$ cat src/rtl/apb_spi_regif.sv
// apb_spi_regif: APB slave register block for the SPI master.
//   Holds CTRL, a TX FIFO feeding the shifter, an RX FIFO filled by the
//   shifter and a STATUS register. Every transfer is stretched by
//   WAIT_STATES PREADY-low access cycles.
// Ports:
//   PCLK / PRESET            clock, synchronous active-high reset
//   PADDR/PWDATA/PSEL/PENABLE/PWRITE -> PRDATA/PREADY   APB slave side
//   tx_data/tx_valid/tx_ready  TX FIFO head (fall-through) to the shifter
//   rx_data/rx_valid           RX push strobe from the shifter (no backpressure)
//   ctrl_en/cpol/cpha/div      CTRL fields; irq = CTRL[3] && RX not empty
// Optional build macro APB_SPI_REGIF_PSLVERR_EN adds PSLVERR, flagging
//   unmapped accesses, TXDATA writes while full and RXDATA reads while empty.
module apb_spi_regif #(
  parameter int unsigned SEL_INDEX   = 0,
  parameter logic [15:0] BASE_ADDR   = 16'h0000,
  parameter int unsigned FIFO_DEPTH  = 4,
  parameter int unsigned WAIT_STATES = 1
) (
  input  logic        PCLK,
  input  logic        PRESET,
  input  logic [15:0] PADDR,
  input  logic [15:0] PWDATA,
  input  logic [15:0] PSEL,
  input  logic        PENABLE,
  input  logic        PWRITE,
  output logic [15:0] PRDATA,
  output logic        PREADY,
`ifdef APB_SPI_REGIF_PSLVERR_EN
  output logic        PSLVERR,
`endif
  output logic [15:0] tx_data,
  output logic        tx_valid,
  input  logic        tx_ready,
  input  logic [15:0] rx_data,
  input  logic        rx_valid,
  output logic        ctrl_en,
  output logic        ctrl_cpol,
  output logic        ctrl_cpha,
  output logic [7:0]  ctrl_div,
  output logic        irq
);

  localparam int unsigned PW      = $clog2(FIFO_DEPTH);
  localparam logic [3:0]  DEPTH_C = 4'(FIFO_DEPTH);
  localparam logic [3:0]  WS_C    = 4'(WAIT_STATES);

  typedef enum logic [1:0] {IDLE, ACCESS, HOLD} state_t;

  state_t        state_q, state_d;
  logic [15:0]   addr_q, addr_d, wdata_q, wdata_d, prdata_q, prdata_d, ctrl_q, ctrl_d;
  logic          write_q, write_d, pready_q, pready_d, irq_q, irq_d;
  logic [3:0]    cnt_q, cnt_d;
  logic [15:0]   tx_mem_q [FIFO_DEPTH];
  logic [15:0]   tx_mem_d [FIFO_DEPTH];
  logic [15:0]   rx_mem_q [FIFO_DEPTH];
  logic [15:0]   rx_mem_d [FIFO_DEPTH];
  logic [PW-1:0] tx_wr_q, tx_wr_d, tx_rd_q, tx_rd_d, rx_wr_q, rx_wr_d, rx_rd_q, rx_rd_d;
  logic [3:0]    tx_cnt_q, tx_cnt_d, rx_cnt_q, rx_cnt_d;
  logic          tx_ovf_q, tx_ovf_d, rx_ovf_q, rx_ovf_d;
`ifdef APB_SPI_REGIF_PSLVERR_EN
  logic          pslverr_q, pslverr_d, err;
`endif

  logic          sel, complete, tx_full, tx_empty, rx_full, rx_empty;
  logic          tx_push, tx_pop, rx_push, rx_pop, write_sel;
  logic          hit_ctrl, hit_tx, hit_rx, hit_stat;
  logic [15:0]   addr_sel, status_val, rd_val;
  logic          unused_psel;

  assign sel         = PSEL[SEL_INDEX];
  assign unused_psel = ^PSEL;
  assign tx_full     = (tx_cnt_q == DEPTH_C);
  assign tx_empty    = (tx_cnt_q == 4'd0);
  assign rx_full     = (rx_cnt_q == DEPTH_C);
  assign rx_empty    = (rx_cnt_q == 4'd0);

  // In IDLE the read value is taken straight from the setup-phase bus
  // (zero-wait-state case); afterwards from the captured transfer.
  always_comb begin
    addr_sel   = (state_q == IDLE) ? PADDR  : addr_q;
    write_sel  = (state_q == IDLE) ? PWRITE : write_q;
    hit_ctrl   = (addr_sel == BASE_ADDR);
    hit_tx     = (addr_sel == BASE_ADDR + 16'h4);
    hit_rx     = (addr_sel == BASE_ADDR + 16'h6);
    hit_stat   = (addr_sel == BASE_ADDR + 16'h8);
    status_val = {rx_cnt_q, tx_cnt_q, 2'b00, rx_ovf_q, tx_ovf_q,
                  rx_full, rx_empty, tx_full, tx_empty};
    rd_val     = 16'h0000;
    if (!write_sel) begin
      if (hit_ctrl)                rd_val = ctrl_q;
      else if (hit_rx && !rx_empty) rd_val = rx_mem_q[rx_rd_q];
      else if (hit_stat)           rd_val = status_val;
    end
`ifdef APB_SPI_REGIF_PSLVERR_EN
    err = !(hit_ctrl || hit_tx || hit_rx || hit_stat) ||
          (hit_tx && write_sel && tx_full) || (hit_rx && !write_sel && rx_empty);
`endif
  end

  always_comb begin
    state_d  = state_q;
    addr_d   = addr_q;
    write_d  = write_q;
    wdata_d  = wdata_q;
    cnt_d    = cnt_q;
    pready_d = pready_q;
    prdata_d = prdata_q;
    ctrl_d   = ctrl_q;
    tx_mem_d = tx_mem_q;
    rx_mem_d = rx_mem_q;
    tx_wr_d  = tx_wr_q;
    tx_rd_d  = tx_rd_q;
    rx_wr_d  = rx_wr_q;
    rx_rd_d  = rx_rd_q;
    tx_ovf_d = tx_ovf_q;
    rx_ovf_d = rx_ovf_q;
`ifdef APB_SPI_REGIF_PSLVERR_EN
    pslverr_d = pslverr_q;
`endif

    complete = (state_q == ACCESS) && sel && PENABLE && pready_q;
    tx_push  = complete && write_q && hit_tx && !tx_full;
    tx_pop   = !tx_empty && tx_ready;
    rx_pop   = complete && !write_q && hit_rx && !rx_empty;
    rx_push  = rx_valid && !rx_full;

    unique case (state_q)
      IDLE: begin
        pready_d = 1'b0;
        prdata_d = 16'h0000;
        if (sel && !PENABLE) begin
          addr_d  = PADDR;
          write_d = PWRITE;
          wdata_d = PWDATA;
          cnt_d   = WS_C;
          state_d = ACCESS;
          if (WS_C == 4'd0) begin
            pready_d = 1'b1;
            prdata_d = rd_val;
`ifdef APB_SPI_REGIF_PSLVERR_EN
            pslverr_d = err;
`endif
          end
        end
      end
      ACCESS: begin
        if (!sel || complete) begin
          // Abort (no commit) or completion: both release the bus signals.
          state_d  = complete ? HOLD : IDLE;
          pready_d = 1'b0;
          prdata_d = 16'h0000;
`ifdef APB_SPI_REGIF_PSLVERR_EN
          pslverr_d = 1'b0;
`endif
        end else if (!pready_q && cnt_q != 4'd0) begin
          cnt_d = cnt_q - 4'd1;
          if (cnt_q == 4'd1) begin
            pready_d = 1'b1;
            prdata_d = rd_val;
`ifdef APB_SPI_REGIF_PSLVERR_EN
            pslverr_d = err;
`endif
          end
        end
      end
      HOLD: if (!sel) state_d = IDLE;
      default: state_d = IDLE;
    endcase

    // Commit side effects, once, on the completion edge.
    if (complete && write_q) begin
      if (hit_ctrl) ctrl_d = wdata_q;
      if (hit_tx && tx_full) tx_ovf_d = 1'b1;
      if (hit_stat) begin
        if (wdata_q[4]) tx_ovf_d = 1'b0;
        if (wdata_q[5]) rx_ovf_d = 1'b0;
      end
    end
    // A fresh overflow beats a same-cycle clear.
    if (rx_valid && rx_full) rx_ovf_d = 1'b1;

    if (tx_push) begin
      tx_mem_d[tx_wr_q] = wdata_q;
      tx_wr_d = tx_wr_q + PW'(1);
    end
    if (tx_pop) tx_rd_d = tx_rd_q + PW'(1);
    if (rx_push) begin
      rx_mem_d[rx_wr_q] = rx_data;
      rx_wr_d = rx_wr_q + PW'(1);
    end
    if (rx_pop) rx_rd_d = rx_rd_q + PW'(1);
    tx_cnt_d = tx_cnt_q + {3'b000, tx_push} - {3'b000, tx_pop};
    rx_cnt_d = rx_cnt_q + {3'b000, rx_push} - {3'b000, rx_pop};

    irq_d = ctrl_d[3] && (rx_cnt_d != 4'd0);
  end

  always_ff @(posedge PCLK) begin
    tx_mem_q <= tx_mem_d;
    rx_mem_q <= rx_mem_d;
  end

  always_ff @(posedge PCLK) begin
    if (PRESET) begin
      state_q  <= IDLE;
      addr_q   <= '0;
      write_q  <= 1'b0;
      wdata_q  <= '0;
      cnt_q    <= '0;
      pready_q <= 1'b0;
      prdata_q <= '0;
      ctrl_q   <= '0;
      tx_wr_q  <= '0;
      tx_rd_q  <= '0;
      rx_wr_q  <= '0;
      rx_rd_q  <= '0;
      tx_cnt_q <= '0;
      rx_cnt_q <= '0;
      tx_ovf_q <= 1'b0;
      rx_ovf_q <= 1'b0;
      irq_q    <= 1'b0;
`ifdef APB_SPI_REGIF_PSLVERR_EN
      pslverr_q <= 1'b0;
`endif
    end else begin
      state_q  <= state_d;
      addr_q   <= addr_d;
      write_q  <= write_d;
      wdata_q  <= wdata_d;
      cnt_q    <= cnt_d;
      pready_q <= pready_d;
      prdata_q <= prdata_d;
      ctrl_q   <= ctrl_d;
      tx_wr_q  <= tx_wr_d;
      tx_rd_q  <= tx_rd_d;
      rx_wr_q  <= rx_wr_d;
      rx_rd_q  <= rx_rd_d;
      tx_cnt_q <= tx_cnt_d;
      rx_cnt_q <= rx_cnt_d;
      tx_ovf_q <= tx_ovf_d;
      rx_ovf_q <= rx_ovf_d;
      irq_q    <= irq_d;
`ifdef APB_SPI_REGIF_PSLVERR_EN
      pslverr_q <= pslverr_d;
`endif
    end
  end

  assign PREADY    = pready_q;
  assign PRDATA    = prdata_q;
`ifdef APB_SPI_REGIF_PSLVERR_EN
  assign PSLVERR   = pslverr_q;
`endif
  assign tx_data   = tx_mem_q[tx_rd_q];
  assign tx_valid  = !tx_empty;
  assign ctrl_en   = ctrl_q[0];
  assign ctrl_cpol = ctrl_q[1];
  assign ctrl_cpha = ctrl_q[2];
  assign ctrl_div  = ctrl_q[15:8];
  assign irq       = irq_q;

endmodule
$ cat config.mk
export PLATFORM = sky130hd
export DESIGN_NAME = apb_spi_regif
export DESIGN_NICKNAME = d
export VERILOG_FILES = /design/src/rtl/apb_spi_regif.sv
export SDC_FILE = /design/constraint.sdc
export NUM_CORES = 1
export LEC_CHECK = 0
export ABC_AREA = 1
export CORE_MARGIN = 4
export CORE_UTILIZATION = 40
export DETAILED_ROUTE_END_ITERATION = 10
export DONT_BUFFER_PORTS = 1
export GPL_TIMING_DRIVEN = 0
export SLEW_MARGIN = 20
export SYNTH_ARGS = -nofsm -noshare
export SYNTH_HDL_FRONTEND = slang
export SYNTH_SLANG_ARGS = --single-unit
$ cat constraint.sdc
create_clock -name PCLK -period 2.9 [get_ports PCLK]
set_clock_uncertainty 0.1 [all_clocks]
set_input_delay 0 -clock PCLK [delete_from_list [all_inputs] [get_ports PCLK]]
set_output_delay 0 -clock PCLK [all_outputs]
set_load 0.005 [all_outputs]
# Word level (Yosys, flattened, before mapping)
# Index checks and enable logic that the tools add are counted.
# word_totals
romBits	0
n_memories	0
ramBits	0
latchBits	0
reg_bits	219
word_cells	148
# classes
n_mul	0
eq_ne	15
muxes	44
bitwise	4
n_shift	0
magnitude_cmp	6
reduce_logical	44
div_mod_pow	0
n_addsub	9
# ops
op	count
two-way mux 16 bit	14
bitwise mux 64 bit	2
binary-select mux 16 bit (select 2 bit)	2
demux 16 bit (select 2 bit)	2
== test 16 x 3 -> 1 bit (second input constant)	2
one-hot mux 16 bit (2 select lines)	1
two-way mux 4 bit	5
logical AND 1 bit	19
== test 16 x 4 -> 1 bit (second input constant)	1
zero test 16 bit	1
>= comparator 3 bit (second input constant)	4
inverter 2 -> 3 bit	4
two-way mux 1 bit	11
AND reduction 3 bit	3
adder 2 x 1 -> 2 bit (second input constant)	4
adder 4 x 1 -> 4 bit	2
== test 4 x 3 -> 1 bit (second input constant)	2
zero test 1 bit	8
zero test 4 bit	2
two-way mux 2 bit	4
one-hot mux 4 bit (2 select lines)	1
nonzero test 2 bit	4
nonzero test 4 bit	2
subtractor 4 x 1 -> 4 bit	2
14 further kinds	20

# Longest topological paths before layout
# Gate-level depths: netlist of run 1.
# depth
ltp_word	11
depth_mapped	17
depth_no_buf	16

# Worst setup path before layout of run 1
# No wires, ideal clock.
# synth_path
path_type	reg2reg
from	reg state_q[1]
to	reg irq_q, in the netlist irq
setup_time_ps	124
t_arrival_ps	2447
setup_slack_ps	229
path_stages_with_launch	16
n_path_buf	2
t_required_ps	2676
cell_sequence	dfxtp_1 > nor2_2 > buf_6 > nor2_2 > nand2_1 > nand2_4 > buf_6 > nand3_2 > nor2_1 > ha_1 > inv_1 > ha_1 > fa_1 > xor2_1 > nor4_1 > nor3_1
# synth_via
elab_chain_cells	10
# synth_rtl
element	line_no	source
from (decl)	49	state_t state_q, state_d;
from (signal assigned)	226	state_q <= state_d;
parallel branches: the longest is 5 deep, another holds two-way mux 16 bit	--	
logical AND 1 bit (*) (2 in series)	124	rx_pop = complete && !write_q && hit_rx && !rx_empty;
via rx_pop	65	logic tx_push, tx_pop, rx_push, rx_pop, write_sel;
subtractor 4 x 1 -> 4 bit (*)	193	rx_cnt_d = rx_cnt_q + {3'b000, rx_push} - {3'b000, rx_pop};
nonzero test 4 bit (*)	195	irq_d = ctrl_d[3] && (rx_cnt_d != 4'd0);
logical AND 1 bit (*)	195	
to (signal assigned)	242	irq_q <= irq_d;
to (decl)	51	logic write_q, write_d, pready_q, pready_d, irq_q, irq_d;
# Mark *: on every way through the listed nets, which the timed path passes.
# A chain may end at the register's enable or synchronous reset.

# Worst setup path in the final report of run 1
# layout_path
from	reg state_q[0]
to	reg irq_q, in the netlist irq
# layout_via
elab_chain_cells	10
# layout_rtl
element	line_no	source
parallel branches: the longest is 5 deep, another holds two-way mux 16 bit	--	
logical AND 1 bit (*) (2 in series)	124	
via rx_pop	65	
subtractor 4 x 1 -> 4 bit (*)	193	
via rx_cnt_d[1]	58	logic [3:0] tx_cnt_q, tx_cnt_d, rx_cnt_q, rx_cnt_d;
nonzero test 4 bit (*)	195	
logical AND 1 bit (*)	195	
# Marked as above.

==> flow_summary.toml, run 1 <==
[yosys]
synth_nets = 1097
synth_flop_cell = "edfxtp_1"
synth-xor-area-share = 0.002742
synth_top_family_by_area = "simple AND/OR/NAND/NOR gates"
ys_warn_count = 0
ys_types = 45
synthAdderAreaFrac = 0.03420
yosys_register_bits = 219
async_reset_ff_frac = 0
yosys.area_share.simple = 0.1974
synth_area_per_cell_um2 = 9.565
yosysSeqAreaShare = 0.5911
synth_edf_count = 128
netlist_area_mm2 = 0.009584
synth_compound_area_frac = 0.1047
synth_cells = 1002
synthMuxAreaShare = 0

[power_and_ir_drop]
pwr-share-seq = 0.437
switching_share = 0.2666
p_per_area_mw_per_mm2 = 684.1
p_clk_frac = 0.406
p_sw_w = 0.002180
leakage_nw = 4.647
internal_power_w = 0.005997
pwr-share-comb = 0.158
peakVddDrop_mv = 0.5685

[worst_setup_path]
crit_cells = 14
slowest_delay_ns = 0.47
endpoint_kind = "flip-flop"
cp.arrival_ns = 3.20
regToRegSetupSlack_ns = 0.008
reg2reg_from = "state_q[0]"
crit_start = "state_q[0]"
start_kind = "flip-flop"
path_class = "flip-flop to flip-flop"
r2r_end = "irq"
path_max_fanout = 8
path_buf_inv = 3
endpoint = "irq"
path_cells = "inv_2, nand2_4, buf_4, nand2_1, nand2_4, nor2_4, nand3_4, nor2_4, ha_4, inv_2, ha_4, fa_2, nor4_4, nor3_2"
cp.required_ns = 3.20
reg2reg_depth = 14
cp_slowest_cell = "fa_2"
crit_family = "simple AND/OR/NAND/NOR gates"

[grt]
grt.total_usage = 0.1873
grt_pass1_vias = 6963
grt_antenna_before_repair = 1
grt_pass1_wl_mm = 38.89
grt_max_degree = 14
overflow = 0

[placement]
dp.cells = 1329
io_buffers = 0
dp.final_hpwl_mm = 17.41
gp_congestion = 0.8545

[final_layout]
n_antenna_cell = 0
drive_above_1_share = 0.1357
area_growth_pct = 24.71
nFillCells = 2203
nNetsFinal = 1218
fin_cells = 1461
multi_input_area_mm2 = 0.003406
regArea_mm2 = 0.005672

[floorplan]
initial_core_util = 0.4071
num_rows = 56
die_w_um = 162.8
die_h_um = 162.8
pin_count = 116
core_region_area_mm2 = 0.02354
die_area_mm2 = 0.02650

[clocking]
cts_inserted_buffers = 25
cts_tree = "built"
clkLatencyLatePin_ns = 0.53
cts.clk_slew.worst_paths_ns = 0.06
htree_levels = 1
cts_buffer_depth = 3
cts_sinks = 219
cts_root_buf = "clkbuf_16"

[routing]
avgViaCountPerCell = 4.977
drtIter0Drc = 547
firstDrtPassIters = 4
post_drt_wl_per_cell_um = 17.50
ant_nets = 0
num_vias = 7272
routed_wl_mm = 25.56
drc_errors = 0

[sta]
worstMarginPinSlew_ns = 0.6540
setup_violations = 0
slew_viol_final = 0
rsz0062_at_grt = "yes"
fmax_mhz = 345.8
fin_crit_ns = 2.892
fin_setup_tns_ns = 0
period_share = 0.9972
maxSlewHeadroom = 0.5640
hold_viol_final = 0

[flow_run]
cap_violations = 0

[min_path]
holdCritPathClass = "input port to flip-flop"

[status]
status = "finished clean"
## worst min-delay path by stage
| stage | from | endpoint | cells after the start |
|---|---|---|---|
| floorplan | rx_data[0] | rx_mem_q[0] | 0 |
| global placement | rx_data[4] | rx_mem_q[20] | 0 |
| detailed placement | rx_data[4] | rx_mem_q[4] | 0 |
| CTS | PADDR[2] | rx_rd_q[1] | 8 |
| global route | PADDR[7] | PRDATA[15] | 9 |
| finish | PADDR[6] | PRDATA[15] | 9 |
## cells by family after synthesis
| family | after synthesis |
|---|---|
| XOR/XNOR | 3 |
| buffers and inverters | 153 |
| flip-flops | 219 |
| adder cells (fa/ha/maj) | 25 |
| AO/OA/AOI/OAI | 190 |
| AND/OR/NAND/NOR | 412 |
## flip-flops by register name, indices dropped and copies added (netlist names), 2 cells and up
name      count
rx_rd_q       2
rx_mem_q     64
rx_wr_q       2
ctrl_q       16
tx_mem_q     64
addr_q       16
PRDATA       16
tx_rd_q       2
state_q       2
tx_wr_q       2
wdata_q      16
tx_cnt_q      4
cnt_q         4
rx_cnt_q      4
## worst reg2reg max path, cell delays in order (launching register included)
cell     delay, ns
dfxtp_2       0.34
inv_2         0.09
nand2_4       0.10
buf_4         0.15
nand2_1       0.09
nand2_4       0.08
nor2_4        0.17
nand3_4       0.13
nor2_4        0.17
ha_4          0.22
inv_2         0.06
ha_4          0.13
fa_2          0.47
nor4_4        0.42
nor3_2        0.07
## synthesized netlist by cell type, types with 2 or more instances
cell type | count | area share
inv_2 | 4 | 0.0016
o22ai_1 | 16 | 0.010
nor2_4 | 2 | 0.0023
a211oi_1 | 3 | 0.0023
nor2_8 | 2 | 0.0042
o22a_1 | 2 | 0.0018
nor2_1 | 200 | 0.078
dfxtp_1 | 91 | 0.19
nand3_4 | 2 | 0.0037
nand4_1 | 46 | 0.030
o21ai_1 | 3 | 0.0016
o21ai_0 | 119 | 0.062
clkbuf_1 | 31 | 0.012
xor2_1 | 2 | 0.0018
and3_1 | 2 | 0.0013
fa_1 | 2 | 0.0042
nand2_2 | 5 | 0.0033
ha_1 | 23 | 0.030
buf_2 | 9 | 0.0047
buf_4 | 14 | 0.011
clkinv_1 | 3 | 0.0012
nand2_1 | 105 | 0.041
nand2_4 | 4 | 0.0047
o21a_1 | 2 | 0.0016
edfxtp_1 | 128 | 0.40
a21oi_1 | 42 | 0.022
nor3_1 | 5 | 0.0026
nand3_1 | 26 | 0.014
inv_1 | 86 | 0.034
nor2_2 | 5 | 0.0033
buf_6 | 4 | 0.0047
## through the flow
stage	power [W]	hold slack, ns	setup WS [ns]	area, um2	utilization
after floorplan	0.004349	-0.001131	0.2294	9584	-
after global placement	0.004661	-0.0009652	-0.4746	9983	0.4241
after detailed placement	0.004697	-0.0009632	-0.4024	10120	0.4297
after CTS	0.008151	0.02355	0.0004645	11750	0.4989
after global routing	0.008543	0.07354	-0.09769	11950	0.5077
final	0.008176	0.04016	0.008037	11950	0.5077
## power groups by stage
| stage | registers (W) | clock network (W) | logic [W] |
|---|---|---|---|
| 6_report | 0.00357 | 0.00332 | 0.00129 |
| 5_1_grt | 0.00359 | 0.00353 | 0.00143 |
| 3_3_place_gp | 0.00363 | 0 | 0.00103 |
| 3_5_place_dp | 0.00363 | 0 | 0.00107 |
| 2_1_floorplan | 0.00360 | 0 | 0.000753 |
| 4_1_cts | 0.00356 | 0.00337 | 0.00121 |
## layout make-up
class | instances | area share
Buffer | 59 | 0.02680
Clock buffer | 32 | 0.05621
Clock inverter | 14 | 0.01706
Inverter | 93 | 0.02962
Multi-Input combinational cell | 630 | 0.2849
Sequential cell | 219 | 0.4745
Tap cell | 319 | 0.03339
Timing Repair Buffer | 95 | 0.07746
## repair_timing
action	4_1_cts	5_1_grt
pin swaps	5	11
setup buffers	8	15
endpoints found under the setup margin	3	5
endpoints found under the hold margin	150	1
hold buffers	63	1
gates resized for setup	14	21
## cell usage in the layout (no fill, tap or decap), types with 4 or more instances in the layout
cell type and instances:
buf_2 9, clkinv_1 7, nand2_4 6, dfxtp_1 88
nor3_1 4, a21oi_1 42, buf_6 5, buf_4 37
o22ai_1 16, nand4_1 46, inv_2 4, bufinv_16 5
nor2_2 10, dlygate4sd3_1 64, edfxtp_1 128, nand2_2 6
inv_1 85, ha_1 21, nor2_4 6, buf_8 7
nand3_1 22, clkbuf_16 25, nand3_2 4, o21ai_0 119
clkbuf_1 35, nor2_1 191, nand2_1 102
## layer usage
layer  vias up  wire length (um)  GRT usage
li1       3628                 -          -
met1      3440             10760     0.2384
met2       151             12910     0.3323
met3        51              1192    0.03063
met4         2               692    0.04842
met5         -                 7          0
No activity file was read; power rests on OpenSTA's default activity.
==> inputs of run 2 (changes only) <==
- ABC_AREA: 1 -> unset
==> flow_summary.toml, run 2 <==
[routing]
ant_nets = 0
routed_wl_mm = 22.82
num_vias = 6067
drtIter0Drc = 344
drc_errors = 0
avgViaCountPerCell = 5.446
post_drt_wl_per_cell_um = 20.49
firstDrtPassIters = 5

[sta]
worstMarginPinSlew_ns = 0.8854
fin_hold_ws_ns = 0.02822
maxSlewHeadroom = 0.4097
fin_ws_ns = -0.7597
fin_crit_ns = 3.660
period_share = 1.262
setup_violations = 74
rsz0062_at_grt = "yes"
fmax_mhz = 273.2
hold_viol_final = 0
fin_setup_tns_ns = -13.71
slew_viol_final = 0

[clocking]
cts_sinks = 219
cts_inserted_buffers = 23
cts_buffer_depth = 3
htree_levels = 1
cts.clk_slew.worst_paths_ns = 0.06
cts_tree = "built"
cts_root_buf = "clkbuf_16"
clkLatencyLatePin_ns = 0.52

[min_path]
holdCritPathClass = "input port to flip-flop"
whs_endpoint = "PRDATA[3]"
hold_path_depth = 4
min_from = "PADDR[1]"

[power_and_ir_drop]
peakVddDrop_mv = 0.5829
p_per_area_mw_per_mm2 = 681.2
leakage_nw = 3.864

[floorplan]
die_w_um = 158.1
die_area_mm2 = 0.02501
die_h_um = 158.1
core_region_area_mm2 = 0.02203
pin_count = 116
num_rows = 54
initial_core_util = 0.4094

[worst_setup_path]
reg2reg_depth = 11
path_cells = "or4_4, or4b_4, a221o_1, nor3_4, ha_1, inv_2, ha_4, fa_2, nor3_4, a21oi_1, mux2_4"
crit_family = "simple AND/OR/NAND/NOR gates"
start_kind = "flip-flop"
regToRegSetupSlack_ns = -0.76
cp.arrival_ns = 3.96
reg2reg_from = "addr_q[4]"
path_class = "flip-flop to flip-flop"
path_max_fanout = 2
cp_common_cell = "nor3_4"
endpoint_kind = "flip-flop"
path_buf_inv = 1
cp_slowest_cell = "or4_4"
cp.required_ns = 3.20
r2r_end = "irq"
slowest_delay_ns = 0.54

[yosys]
synth_flop_cell = "edfxtp_1"
ys_top_cells_by_count = "128 x edfxtp_1, 91 x dfxtp_1, 86 x nand2_1"
ys_types = 55
synth_area_leaders = "edfxtp_1 43%, dfxtp_1 20%, mux4_2 8.0%, nand2_1 3.6%, a21oi_1 3.4%"
synth_nets = 800
ys_warn_count = 0
synth_area_per_cell_um2 = 12.79
yosysSeqAreaShare = 0.6283
synth_top_area_share = 0.4263
synth_most_common_cell = "edfxtp_1"
synth_edf_count = 128
yosys_register_bits = 219
async_reset_ff_frac = 0
netlist_area_mm2 = 0.009017
synth.largest_area_cell = "edfxtp_1"
synth_cells = 705

[grt]
grt.total_usage = 0.1813
grt_max_degree = 17
overflow = 0
grt_pass1_vias = 6273
grt_pass1_wl_mm = 35.16
grt_antenna_before_repair = 0

[final_layout]
final_common_cell = "edfxtp_1"
area_growth_pct = 24.23
multi_input_area_mm2 = 0.003269
nFillCells = 1877
regArea_mm2 = 0.005668
nNetsFinal = 912
n_antenna_cell = 0
drive_above_1_share = 0.1763
utilization = 0.5086
layout_common_cells = "128 x edfxtp_1, 89 x dfxtp_1, 86 x nand2_1"
top_regs = "rx_mem_q (64), tx_mem_q (64)"

[placement]
dp.final_hpwl_mm = 15.35
gp_congestion = 0.8504
io_buffers = 0

[status]
status = "finished with violations"
violations = "setup timing"

[flow_run]
cap_violations = 0
-- run 2: cell families (layout without fill, tap and decap cells) --
group	after synthesis	count (layout)	synth area share
xor+xnor	9	9	0.008741
mux	39	39	0.08811
buf+inv	72	198	0.03399
compound gates	137	137	0.09852
fa+ha+maj	25	25	0.03635
flops	219	219	0.6283
simple gates	204	207	0.1060
-- run 2: what timing repair did --
item / in CTS / in global routing
setup endpoints to repair: 94 / 118
buffers inserted: 16 / 8
hold endpoints to repair: 123 / 0
pin swaps: 23 / 17
hold buffers: 64 / 0
resized for setup: 40 / 23
gates cloned: 4 / 0
-- run 2: how the worst max path moves through the flow --
stage          startpoint  endpoint  slack (ns)  depth (start not counted)
4_1_cts         addr_q[7]       irq       -0.96                         11
2_1_floorplan   addr_q[4]       irq       -0.59                         12
3_5_place_dp   state_q[0]       irq       -1.11                         13
6_report        addr_q[4]       irq       -0.76                         11
3_3_place_gp   state_q[0]       irq       -1.05                         13
5_1_grt         addr_q[4]       irq       -0.82                         11
-- run 2: layer usage --
| metal | up-vias | routed length (um) | global-route usage |
|---|---|---|---|
| li1 | 2849 | - | - |
| met3 | 47 | 1586 | 0.03855 |
| met1 | 2971 | 9039 | 0.2234 |
| met5 | - | 0 | 0 |
| met2 | 200 | 11610 | 0.3201 |
| met4 | 0 | 583 | 0.05483 |
-- run 2: worst reg2reg max path, delay by kind of cell, from the launching register on --
family                   cells  cell delay [ns]
AO/OA/AOI/OAI                2             0.48
adder cells (fa/ha/maj)      3             0.87
buffers and inverters        1             0.07
flip-flops                   1             0.32
multiplexers                 1             0.28
AND/OR/NAND/NOR              4             1.44
-- run 2: cell type report --
class,count,area share
Clock buffer,24,0.05261
Timing Repair Buffer,87,0.07685
Inverter,22,0.007595
Tap cell,280,0.03127
Clock inverter,18,0.01363
Buffer,47,0.02022
Multi-Input combinational cell,417,0.2919
Sequential cell,219,0.5060
-- run 2: power breakdown --
part	switching [W]	internal (W)
Combinational	0.000654	0.000567
Clock	0.00120	0.00166
Sequential	0.0000940	0.00345
-- run 2: per-stage QoR --
stage | cells | worst slack (ns) | total power, W | instance area, um2
6_report | 1114 | -0.7597 | 0.007631 | 11200
5_1_grt | 1114 | -0.8217 | 0.007948 | 11200
4_1_cts | 1110 | -0.9615 | 0.007621 | 11100
3_5_place_dp | 985 | -1.110 | 0.004616 | 9393
3_3_place_gp | 985 | -1.048 | 0.004572 | 9388
2_1_floorplan | 705 | -0.5948 | 0.004356 | 9037
==> inputs of run 3 (changes only) <==
- RECOVER_POWER: unset -> 100
- SKIP_CTS_REPAIR_TIMING: unset -> 1
==> flow_summary.toml, run 3 (synthesized netlist as in run 2, its figures left out) <==
[routing]
num_vias = 5998
firstDrtPassIters = 5
routed_wl_mm = 22.67
drc_errors = 0
ant_nets = 0
post_drt_wl_per_cell_um = 20.63
drtIter0Drc = 379
avgViaCountPerCell = 5.458

[final_layout]
final_common_cell = "edfxtp_1"
fin_cells = 1099
area_growth_pct = 21.80
regArea_mm2 = 0.005668
nFillCells = 1889
utilization = 0.4986
top_regs = "rx_mem_q (64), tx_mem_q (64)"
multi_input_area_mm2 = 0.003251
drive_above_1_share = 0.1563
n_antenna_cell = 0
nNetsFinal = 897
fin_area_mm2 = 0.01098
layout_common_cells = "128 x edfxtp_1, 89 x dfxtp_1, 86 x nand2_1"

[sta]
fin_hold_ws_ns = -0.03851
fin_ws_ns = -1.034
worstMarginPinSlew_ns = 1.242
slew_viol_final = 0
maxSlewHeadroom = 0.1699
rsz0062_at_grt = "yes"
fin_setup_tns_ns = -9.827
fmax_mhz = 254.2
period_share = 1.357
hold_viol_final = 1
fin_crit_ns = 3.934
setup_violations = 75

[clocking]
clkLatencyLatePin_ns = 0.52
cts.clk_slew.worst_paths_ns = 0.06
cts_root_buf = "clkbuf_16"
cts_inserted_buffers = 23
cts_tree = "built"
cts_sinks = 219
htree_levels = 1
cts_buffer_depth = 3

[floorplan]
core_region_area_mm2 = 0.02203
initial_core_util = 0.4094
num_rows = 54
die_h_um = 158.1
die_area_mm2 = 0.02501
die_w_um = 158.1
pin_count = 116

[worst_setup_path]
path_class = "flip-flop to flip-flop"
slowest_delay_ns = 0.61
regToRegSetupSlack_ns = -1.03
cp.required_ns = 3.20
path_buf_inv = 1
path_cells = "or4_4, or4b_4, a221o_1, nor3_2, ha_1, inv_2, ha_4, fa_2, nor3_2, a21oi_1, mux2_4"
cp.arrival_ns = 4.24
cp_slowest_cell = "or4b_4"
path_max_fanout = 5
endpoint_kind = "flip-flop"
cp_common_cell = "nor3_2"
start_kind = "flip-flop"
crit_family = "simple AND/OR/NAND/NOR gates"

[status]
violations = "hold timing, setup timing"
status = "finished with violations"

[power_and_ir_drop]
p_per_area_mw_per_mm2 = 694.7
leakage_nw = 3.748
peakVddDrop_mv = 0.5867

[grt]
grt.total_usage = 0.1682
grt_antenna_before_repair = 0
grt_pass1_vias = 5826
grt_pass1_wl_mm = 32.61
overflow = 0
grt_max_degree = 17

[min_path]
holdCritPathClass = "input port to flip-flop"

[placement]
dp.cells = 985
place_area_mm2 = 0.009393
pre_cts_ws_ns = -1.110
io_buffers = 0
gp_congestion = 0.8504
dp.final_hpwl_mm = 15.35

[flow_run]
cap_violations = 0
-- run 3: cell count changes in the layout (fill, tap and decap cells not counted), moves of 4 or more --
cell,change
buf_4,-14
dlygate4sd3_1,-4
clkbuf_4,+6
clkbuf_1,+6
buf_6,-7
-- run 3: metrics by stage --
| step | power [W] | hold WS (ns) |
|---|---|---|
| global route | 0.007942 | 0.01387 |
| floorplan | 0.004356 | -0.004746 |
| detailed placement | 0.004616 | -0.0009554 |
| finish | 0.007630 | -0.03851 |
| CTS | 0.007477 | -0.5509 |
| global placement | 0.004572 | -0.0009676 |
-- run 3: layer usage --
metal  track usage  vias to the layer above  wire [um]
met3       0.04456                       40       1458
met2        0.2874                      171      11460
met4       0.05483                        0        508
met5             0                        -          0
met1        0.2081                     2968       9244
li1              -                     2819          -
-- run 3: worst paths after layout --
kind                              endpoint      start  depth (start not counted)
worst max-delay path                   irq  addr_q[7]                         11
worst min-delay path            rx_rd_q[1]     PRESET                          3
worst max register to register         irq  addr_q[7]                         11
worst min register to register   addr_q[5]  addr_q[5]                          2
-- run 3: tightest hold or removal path, delay by kind of cell --
family | cells | cell delay [ns]
muxes | 1 | 0.15
buffers and inverters | 1 | 0.24
and+or+nand+nor | 1 | 0.15
-- run 3: layout make-up --
| type | count | area share |
|---|---|---|
| clock inverters | 18 | 0.01390 |
| well taps | 280 | 0.03190 |
| multi-input cells | 418 | 0.2960 |
| repair buffers | 71 | 0.06163 |
| clock buffers | 24 | 0.05366 |
| inverters | 22 | 0.007747 |
| flip-flops and latches | 219 | 0.5161 |
| plain buffers | 47 | 0.01914 |
-- run 3: power by group --
part,internal (W),switching [W]
Sequential,0.00346,0.0000935
Combinational,0.000565,0.000648
Clock,0.00166,0.00121
Total,0.00568,0.00195
